===== src/rtl/wb_mem_pkg.sv =====
// Shared types and helpers for the Wishbone memory arbiter.
// Region decode, FSM state encoding and fetch-buffer tag width.
package wb_mem_pkg;

    typedef enum logic [2:0] {
        S_IDLE,
        S_MEM_I,
        S_MEM_D,
        S_LOCAL_I,
        S_LOCAL_D
    } state_e;

    typedef enum logic [1:0] {
        REG_ROM,
        REG_RAM,
        REG_NONE
    } region_e;

    localparam logic [7:0] ROM_PAGE_DEF = 8'h00;
    localparam logic [7:0] RAM_PAGE_DEF = 8'h01;

    // Tag is {sel, word address}.
    localparam int TAG_W = 23;

    function automatic region_e decode_region(
        input logic [31:0] adr,
        input logic [7:0]  rom_page,
        input logic [7:0]  ram_page
    );
        region_e r;
        if (adr[31:24] == rom_page) begin
            r = REG_ROM;
        end else if (adr[31:24] == ram_page) begin
            r = REG_RAM;
        end else begin
            r = REG_NONE;
        end
        return r;
    endfunction

endpackage


===== src/rtl/wb_mem_fetch_buf.sv =====
// Single-word instruction fetch buffer with tag compare.
// Load on a completed fetch, drop on a matching data write.
module wb_mem_fetch_buf
    import wb_mem_pkg::*;
(
    input  logic             clk_i,
    input  logic             rst_i,
    input  logic             load_i,
    input  logic [TAG_W-1:0] load_tag_i,
    input  logic [31:0]      load_dat_i,
    input  logic             inv_i,
    input  logic [TAG_W-1:0] inv_tag_i,
    input  logic [TAG_W-1:0] look_tag_i,
    output logic             hit_o,
    output logic [31:0]      dat_o
);

    logic             valid_q;
    logic [TAG_W-1:0] tag_q;
    logic [31:0]      dat_q;

    always_ff @(posedge clk_i) begin
        if (rst_i) begin
            valid_q <= 1'b0;
            tag_q   <= '0;
            dat_q   <= '0;
        end else if (load_i) begin
            valid_q <= 1'b1;
            tag_q   <= load_tag_i;
            dat_q   <= load_dat_i;
        end else if (inv_i && (tag_q == inv_tag_i)) begin
            valid_q <= 1'b0;
        end
    end

    assign hit_o = valid_q && (tag_q == look_tag_i);
    assign dat_o = dat_q;

endmodule


===== src/rtl/wb_mem_arb.sv =====
// Two-master Wishbone arbiter and ROM/RAM decoder in front of
// the QSPI memory adapter, with a one-word fetch buffer.
module wb_mem_arb
    import wb_mem_pkg::*;
#(
    parameter logic [7:0] ROM_PAGE = ROM_PAGE_DEF,
    parameter logic [7:0] RAM_PAGE = RAM_PAGE_DEF
) (
    input  logic        clk_i,
    input  logic        rst_i,
    input  logic        ibus_stb_i,
    input  logic [31:0] ibus_adr_i,
    output logic        ibus_ack_o,
    output logic [31:0] ibus_dat_o,
    input  logic        dbus_stb_i,
    input  logic        dbus_we_i,
    input  logic [3:0]  dbus_be_i,
    input  logic [31:0] dbus_adr_i,
    input  logic [31:0] dbus_dat_i,
    output logic        dbus_ack_o,
    output logic [31:0] dbus_dat_o,
    output logic        mem_sel_o,
    output logic        mem_stb_o,
    output logic        mem_we_o,
    output logic [3:0]  mem_be_o,
    output logic [31:0] mem_dat_o,
    output logic [21:0] mem_adr_o,
    input  logic        mem_ack_i,
    input  logic [31:0] mem_dat_i
);

    state_e state_q, state_d;
    logic   last_d_q;
    logic   loc_hit_q, loc_hit_d;

    logic        sel_q;
    logic        we_q;
    logic [3:0]  be_q;
    logic [31:0] dat_q;
    logic [21:0] adr_q;

    logic grant, grant_d;
    logic req_i, req_d;
    logic buf_inv, buf_load;
    logic buf_hit;
    logic [31:0] buf_dat;

    region_e i_reg, d_reg;
    logic i_map, d_map;
    logic [TAG_W-1:0] i_tag, d_tag;

    logic unused_lsb;
    assign unused_lsb = ^{ibus_adr_i[1:0], dbus_adr_i[1:0]};

    assign i_reg = decode_region(ibus_adr_i, ROM_PAGE, RAM_PAGE);
    assign d_reg = decode_region(dbus_adr_i, ROM_PAGE, RAM_PAGE);
    assign i_map = (i_reg != REG_NONE);
    assign d_map = (d_reg != REG_NONE);
    assign i_tag = {i_reg == REG_RAM, ibus_adr_i[23:2]};
    assign d_tag = {d_reg == REG_RAM, dbus_adr_i[23:2]};

    wb_mem_fetch_buf u_buf (
        .clk_i      (clk_i),
        .rst_i      (rst_i),
        .load_i     (buf_load),
        .load_tag_i ({sel_q, adr_q}),
        .load_dat_i (mem_dat_i),
        .inv_i      (buf_inv),
        .inv_tag_i  (d_tag),
        .look_tag_i (i_tag),
        .hit_o      (buf_hit),
        .dat_o      (buf_dat)
    );

    always_comb begin
        state_d    = state_q;
        grant      = 1'b0;
        grant_d    = 1'b0;
        req_i      = 1'b0;
        req_d      = 1'b0;
        buf_inv    = 1'b0;
        buf_load   = 1'b0;
        loc_hit_d  = 1'b0;
        ibus_ack_o = 1'b0;
        ibus_dat_o = '0;
        dbus_ack_o = 1'b0;
        dbus_dat_o = '0;
        unique case (state_q)
            S_IDLE: begin
                // On a collision, the master not served last wins.
                if (ibus_stb_i && (!dbus_stb_i || last_d_q)) begin
                    grant     = 1'b1;
                    loc_hit_d = i_map && buf_hit;
                    if (!i_map || buf_hit) begin
                        state_d = S_LOCAL_I;
                    end else begin
                        state_d = S_MEM_I;
                        req_i   = 1'b1;
                    end
                end else if (dbus_stb_i) begin
                    grant   = 1'b1;
                    grant_d = 1'b1;
                    if (!d_map || (dbus_we_i && d_reg == REG_ROM)) begin
                        state_d = S_LOCAL_D;
                    end else begin
                        state_d = S_MEM_D;
                        req_d   = 1'b1;
                        buf_inv = dbus_we_i;
                    end
                end
            end
            S_MEM_I: begin
                if (mem_ack_i) begin
                    ibus_ack_o = 1'b1;
                    ibus_dat_o = mem_dat_i;
                    buf_load   = 1'b1;
                    state_d    = S_IDLE;
                end
            end
            S_MEM_D: begin
                if (mem_ack_i) begin
                    dbus_ack_o = 1'b1;
                    dbus_dat_o = mem_dat_i;
                    state_d    = S_IDLE;
                end
            end
            S_LOCAL_I: begin
                ibus_ack_o = 1'b1;
                ibus_dat_o = loc_hit_q ? buf_dat : '0;
                state_d    = S_IDLE;
            end
            S_LOCAL_D: begin
                dbus_ack_o = 1'b1;
                state_d    = S_IDLE;
            end
            default: state_d = S_IDLE;
        endcase
    end

    always_ff @(posedge clk_i) begin
        if (rst_i) begin
            state_q   <= S_IDLE;
            last_d_q  <= 1'b1;
            loc_hit_q <= 1'b0;
            sel_q     <= 1'b0;
            we_q      <= 1'b0;
            be_q      <= '0;
            dat_q     <= '0;
            adr_q     <= '0;
        end else begin
            state_q   <= state_d;
            loc_hit_q <= loc_hit_d;
            if (grant) begin
                last_d_q <= grant_d;
            end
            if (req_i) begin
                sel_q <= (i_reg == REG_RAM);
                we_q  <= 1'b0;
                be_q  <= 4'hF;
                dat_q <= '0;
                adr_q <= ibus_adr_i[23:2];
            end else if (req_d) begin
                sel_q <= (d_reg == REG_RAM);
                we_q  <= dbus_we_i;
                be_q  <= dbus_be_i;
                dat_q <= dbus_dat_i;
                adr_q <= dbus_adr_i[23:2];
            end
        end
    end

    assign mem_stb_o = (state_q == S_MEM_I) || (state_q == S_MEM_D);
    assign mem_sel_o = sel_q;
    assign mem_we_o  = we_q;
    assign mem_be_o  = be_q;
    assign mem_dat_o = dat_q;
    assign mem_adr_o = adr_q;

endmodule

===== config.mk =====
export PLATFORM = sky130hd
export DESIGN_NAME = wb_mem_arb
export DESIGN_NICKNAME = d
export VERILOG_FILES = /design/src/rtl/wb_mem_pkg.sv /design/src/rtl/wb_mem_fetch_buf.sv /design/src/rtl/wb_mem_arb.sv
export SDC_FILE = /design/constraint.sdc
export NUM_CORES = 1
export LEC_CHECK = 0
export ABC_AREA = 1
export CAP_MARGIN = 20
export CORE_AREA = 2 2 131 133
export CTS_BUF_LIST = sky130_fd_sc_hd__clkbuf_4 sky130_fd_sc_hd__clkbuf_8
export DETAILED_ROUTE_END_ITERATION = 8
export DIE_AREA = 0 0 133 135
export DONT_BUFFER_PORTS = 1
export PLACE_DENSITY_LB_ADDON = 0.12
export SKIP_CTS_REPAIR_TIMING = 1
export SYNTH_ARGS = -nofsm -noshare
export SYNTH_HDL_FRONTEND = slang
export SYNTH_SLANG_ARGS = --single-unit

===== constraint.sdc =====
create_clock -name clk_i -period 2 [get_ports clk_i]
set_clock_uncertainty 0.15 [all_clocks]
set_input_delay 0.2 -clock clk_i [delete_from_list [all_inputs] [get_ports clk_i]]
set_output_delay 0.2 -clock clk_i [all_outputs]
set_load 0.03 [all_outputs]

==> results of run 1 <==
[per-layer routing]
layer | wire [microns] | up-vias | share of wire [%] | global-route usage [%]
met1 | 10900 | 3571 | 40 | 29.5
met3 | 2210 | 55 | 8.2 | 7.13
met4 | 634 | 0 | 2.3 | 8.60
li1 | - | 3608 | - | -
met2 | 13300 | 385 | 49 | 39.3
met5 | 0 | - | 0 | 0
[through the flow]
stage                     hold slack [ps]  instance area, sq um  utilization (%)
after floorplan                       214                  6370                -
after global placement                127                  6980             42.5
after detailed placement              126                  6980             42.5
after CTS                            -361                  7470             45.5
after global routing                 -254                 10200             62.1
final                                -241                 10200             62.1
[cell families after synthesis]
logic type / count (synthesis) / synth area share [%]
compound gates: 161 / 13.4
xor+xnor: 15 / 2.06
buf+inv: 140 / 9.24
flops: 121 / 38.1
simple gates: 542 / 37.2
[where the power goes]
group	total, mW	switching [mW]	internal (mW)
logic	1.38	0.799	0.583
clock network	2.71	1.11	1.60
registers	2.55	0.0624	2.48
[flip-flops by register name, summed over array words and instances, names as in the netlist]
register       cells
mem_be_o           4
mem_sel_o          1
u_buf.dat_o       32
last_d_q           1
mem_we_o           1
state_q            3
u_buf.tag_q       23
loc_hit_q          1
u_buf.valid_q      1
mem_adr_o         22
mem_dat_o         32
[cell type report]
class                      instances  area share, %
clock buffer                      20           2.70
clock inverter                    12           2.09
inverter                          75           2.93
multi-input combinational        723           41.0
sequential                       121           24.0
tap                              220           2.70
timing repair buffer             223           24.6
[cells in the mapped netlist]
| library cell | number | area share [%] |
|---|---|---|
| o31ai_1 | 1 | 0.12 |
| nand2_2 | 2 | 0.20 |
| nor3_1 | 7 | 0.55 |
| inv_2 | 1 | 0.059 |
| buf_4 | 4 | 0.47 |
| xor2_1 | 8 | 1.1 |
| a21oi_2 | 1 | 0.14 |
| or2_2 | 3 | 0.29 |
| clkbuf_1 | 46 | 2.7 |
| inv_1 | 73 | 4.3 |
| nor3_4 | 1 | 0.26 |
| nor2_2 | 2 | 0.20 |
| buf_6 | 5 | 0.88 |
| a21oi_1 | 114 | 9.0 |
| o211a_1 | 1 | 0.16 |
| buf_1 | 2 | 0.12 |
| nand3_4 | 1 | 0.28 |
| buf_2 | 8 | 0.63 |
| clkinv_1 | 1 | 0.059 |
| nand4_1 | 29 | 2.8 |
| o22ai_1 | 5 | 0.49 |
| nand2_4 | 1 | 0.18 |
| nand2_1 | 302 | 18 |
| nand3_1 | 123 | 9.7 |
| nor4_1 | 4 | 0.39 |
| o32ai_1 | 1 | 0.14 |
| nor2_1 | 63 | 3.7 |
| a31oi_1 | 4 | 0.39 |
| or2_4 | 1 | 0.14 |
| o2111ai_1 | 5 | 0.69 |
| o211ai_1 | 2 | 0.24 |
| nor3b_2 | 1 | 0.20 |
| nor4_4 | 1 | 0.33 |
| o21ai_0 | 27 | 2.1 |
| xnor2_1 | 7 | 0.96 |
| dfxtp_1 | 121 | 38 |
| nand3_2 | 1 | 0.16 |
[worst max path at each step]
stage,from,to,slack [ps],cells after the start
final,state_q[0],ibus_dat_o[8],-120,10
after global routing,state_q[0],ibus_dat_o[8],-210,10
after CTS,state_q[0],ibus_dat_o[8],-320,10
after detailed placement,u_buf.tag_q[9],mem_dat_o[10],70,12
after global placement,u_buf.tag_q[8],mem_adr_o[9],110,11
after floorplan,state_q[0],ibus_ack_o,150,8
[cell usage in the layout, fill, tap and decap left out, drive strengths merged, types with 5 or more instances in the layout]
cell type,instances
xor2,8
nand4,29
dfxtp,121
nor4,5
o21ai,27
nand3,127
nand2,308
buf,97
bufinv,5
inv,77
clkbuf,30
nor2,65
dlygate4sd3,116
o2111ai,5
a21oi,115
o22ai,5
nor3,8
xnor2,7
==> metrics.cfg, run 1 <==
[status]
status = finished with violations
violations = negative hold slack, negative setup slack

[sta]
rsz0062_at_grt = yes
final_max_slew_viol_count = 0
finalSetupTns_ps = -3080
finalHoldViolations = 5
maxSlewHeadroom_pct = 31.0
fmax_mhz = 473
finalCritPeriodShare_pct = 106
layout_setup_ws_ps = -116
setup_viol = 43
min_period_ps = 2120
hold_ws_ps = -241
worstMarginPinSlew_ps = 1030

[place]
port_buffers = 0
pre_cts_ws_ps = 70.2
dp.cells = 1204
dp_hpwl_microns = 15300
place_congestion = 0.907

[synth]
ys_ff_latch = 121
synthCells = 979
synth_seq_area_share_pct = 38.1
ys_types = 37
yosys_warnings = 0
syn_area_per_cell_sq_um = 6.50
synth_area_sq_um = 6370
synth_nets = 1117

[die]
placementRows = 47
io_pins = 265
die_y_microns = 135
dieArea_sq_um = 18000
die_x_microns = 133
coreArea_sq_um = 16400
start_util_pct = 38.8

[route]
wl_per_cell_microns = 19.4
viasPerCell = 5.47
via_count = 7619
drc = 0
dr.pass1.iters = 6
wirelength_microns = 27100
ant_nets = 0
drt-initial-drc-count = 511

[flow_run]
max-cap-violations = 0

[worst_setup_path]
reg2reg_from = u_buf.tag_q[0]
setup.worst_path.class = flip-flop to primary output
cp.required_ps = 1650
critPathCaptureType = primary output
rr_worst_depth = 11
start_kind = flip-flop
crit_chain = inv_2 > nor2_2 > inv_2 > nor2_4 > nand2_4 > inv_8 > buf_8 > nand2_4 > nand2_2 > buf_6
reg2reg_slack_ps = 50
critPathTopFamily = simple AND/OR/NAND/NOR gates
path_max_fanout = 6
critical_path.n_buffers_inverters = 5
rr_endpoint = mem_be_o[3]
critical-path-max-stage-delay_ps = 360
arrival_ps = 1770
crit_slowest_cell = dfxtp_2

[global_route]
grt_start_max_net_pins = 78
grt_usage_pct = 23.8
grt_overflow_total = 0
antenna_found_initial = 0
first_global_vias = 6269
grt_pass1_wl_microns = 33600

[clock_tree]
numCtsBuffers = 17
clock-root-buffer = clkbuf_8
h-tree-depth = 4
tritoncts = done
clockBufferDepth = 2
insertion_delay_ps = 450
clock_sinks = 121
clk_pin_slew_ps = 70

[hold_path]
hold_depth = 2
min_from = mem_dat_i[8]
min_to = u_buf.dat_o[8]
hold_class = input pin to flip-flop

[cells_and_area]
antennaDiodeCount = 0
layout-drive-gt1-share_pct = 26.7
fillCellCount = 1433
syn_to_final_growth_pct = 60.1
fin_nets = 1299
regArea_sq_um = 2440
multiInputGateArea_sq_um = 4180
layout.cells.non_filler = 1394

[pwr]
vdd_ir_drop_max_uv = 425
power_density_nw_per_um2 = 652
power.total_mw = 6.64
leakagePower_nw = 4.06

Note: power is estimated with default switching activity, not from simulation.
==> run 2: changes to the inputs <==
- clock period: 2 -> 2.7 ns (I/O delays scaled with it)
==> metrics.cfg, run 2 (synthesized netlist as in run 1, its figures left out) <==
[status]
status = finished with violations
violations = negative hold slack

[place]
dp_hpwl_microns = 14600  ; -4.9%
pre_cts_ws_ps = 499  ; +428 ps
place_congestion = 0.899  ; -0.98%
port_buffers = 0  ; unchanged
postPlaceCellArea_sq_um = 6610  ; -5.3%

[global_route]
first_global_vias = 5904  ; -5.8%
grt_pass1_wl_microns = 32500  ; -3.5%
grt_start_max_net_pins = 78  ; unchanged
grtUsageMet2_pct = 37.9  ; -1.4 points
antenna_found_initial = 0  ; unchanged
grt_use_met3_pct = 7.81  ; +0.68 points
busiest_layer = met2
use_met1_pct = 28.8  ; -0.75 points
grt_usage_pct = 23.0  ; -0.80 points
grt_overflow_total = 0  ; unchanged

[clock_tree]
clock-root-buffer = clkbuf_8
numCtsBuffers = 17  ; unchanged
tritoncts = done
clockBufferDepth = 2  ; unchanged
clk_pin_slew_ps = 80  ; about the same
h-tree-depth = 4  ; unchanged
clock_sinks = 121  ; unchanged
insertion_delay_ps = 450  ; about the same

[route]
dr.pass1.iters = 8  ; +2
via_count = 6847  ; -10%
ant_nets = 0  ; unchanged
wirelength_microns = 22600  ; -16%
drt-initial-drc-count = 503  ; -1.6%
drc = 0  ; unchanged
viasPerCell = 5.25  ; -4.0%
wl_per_cell_microns = 17.4  ; -11%

[worst_setup_path]
crit_slowest_cell = nor2_1
arrival_ps = 2200  ; +430 ps
cp.required_ps = 2280  ; +630 ps
setup.worst_path.class = flip-flop to primary output
critPathCaptureType = primary output
crit_chain = inv_2 > nor3_1 > inv_1 > nor2_1
start_kind = flip-flop
path_max_fanout = 33  ; +27
critical-path-max-stage-delay_ps = 610  ; +250 ps

[sta]
setup_viol = 0  ; -100%
hold_ws_ps = -40.4  ; +200 ps
final_max_slew_viol_count = 0  ; unchanged
finalHoldViolations = 4  ; -1
min_period_ps = 2620
fmax_mhz = 382
rsz0062_at_grt = yes
worstMarginPinSlew_ps = 988  ; -45.1 ps
finalCritPeriodShare_pct = 96.9
maxSlewHeadroom_pct = 34.1  ; +3.0 points
layout_setup_ws_ps = 82.6  ; +199 ps

[pwr]
p_comb_share_pct = 16.2  ; -4.6 points
power_switching_mw = 1.33  ; -33%
intPower_mw = 2.93  ; -37%
pwr-share-clk_pct = 39.6  ; -1.3 points
power_density_nw_per_um2 = 524  ; -20%
leakagePower_nw = 3.31  ; -19%
pwr-share-seq_pct = 44.2  ; +5.9 points
vdd_ir_drop_max_uv = 286  ; -33%
sw_frac_of_total_pct = 31.2  ; +1.5 points

[cells_and_area]
design_area_sq_um = 8110  ; -20%
layout-drive-gt1-share_pct = 7.65  ; -19 points
fin_nets = 1210  ; -6.9%
antennaDiodeCount = 0  ; unchanged
final_cell_mix = nand2_1, nand3_1, dfxtp_1
fin_util_pct = 49.5  ; -13 points
mostFrequentLayoutCell = nand2_1
syn_to_final_growth_pct = 27.5

[die]
coreArea_sq_um = 16400  ; unchanged
start_util_pct = 38.8  ; unchanged
io_pins = 265  ; unchanged
die_x_microns = 133  ; unchanged
die_y_microns = 135  ; unchanged
dieArea_sq_um = 18000  ; unchanged
placementRows = 47  ; unchanged

[flow_run]
max-cap-violations = 0  ; unchanged

[hold_path]
hold_class = input pin to flip-flop

[run 2: layout make-up]
class | count | area, sq um
Timing Repair Buffer | 139 | 1370
Sequential cell | 121 | 2420
Fill cell | 1675 | 8290
Multi-Input combinational cell | 718 | 3360
Inverter | 75 | 282
Clock buffer | 17 | 234
Tap cell | 220 | 275
Clock inverter | 15 | 165
[run 2: final timing paths]
path	from	end	slack, ps	cells after the start
worst max-delay path	state_q[1]	dbus_dat_o[3]	80	4
worst min-delay path	ibus_adr_i[22]	mem_adr_o[20]	-40	4
worst max register to register	state_q[1]	mem_adr_o[8]	230	9
worst min register to register	u_buf.dat_o[22]	u_buf.dat_o[22]	320	2
[run 2: worst max-delay path: cells and delay by family, from the launching register on]
kind / cells / cell delay, ps
simple gates: 2 / 810
buf+inv: 2 / 540
flops: 1 / 400
[run 2: stage by stage]
stage / power [mW] / instances / setup TNS, ps / hold WS, ps
final: 4.25 / 1305 / 0 / -40.4
after CTS: 4.14 / 1197 / 0 / -300
after floorplan: 2.34 / 979 / 0 / 284
after global routing: 4.44 / 1305 / -1170 / 3.33
after global placement: 2.46 / 1165 / 0 / 196
after detailed placement: 2.46 / 1165 / 0 / 198
[run 2: metal layers]
layer,share of wire [%],routed length (microns),vias to the layer above
li1,-,-,3405
met1,42,9600,3147
met2,49,11000,272
met3,8.0,1800,23
met4,1.1,254,0
met5,0,0,-
[run 2: power by group through the flow]
stage | Sequential, mW | Clock (mW) | Combinational (mW)
final | 1.88 | 1.68 | 0.688
after global routing | 1.89 | 1.81 | 0.747
after CTS | 1.88 | 1.72 | 0.540
after detailed placement | 1.92 | 0 | 0.538
after global placement | 1.92 | 0 | 0.539
after floorplan | 1.91 | 0 | 0.434
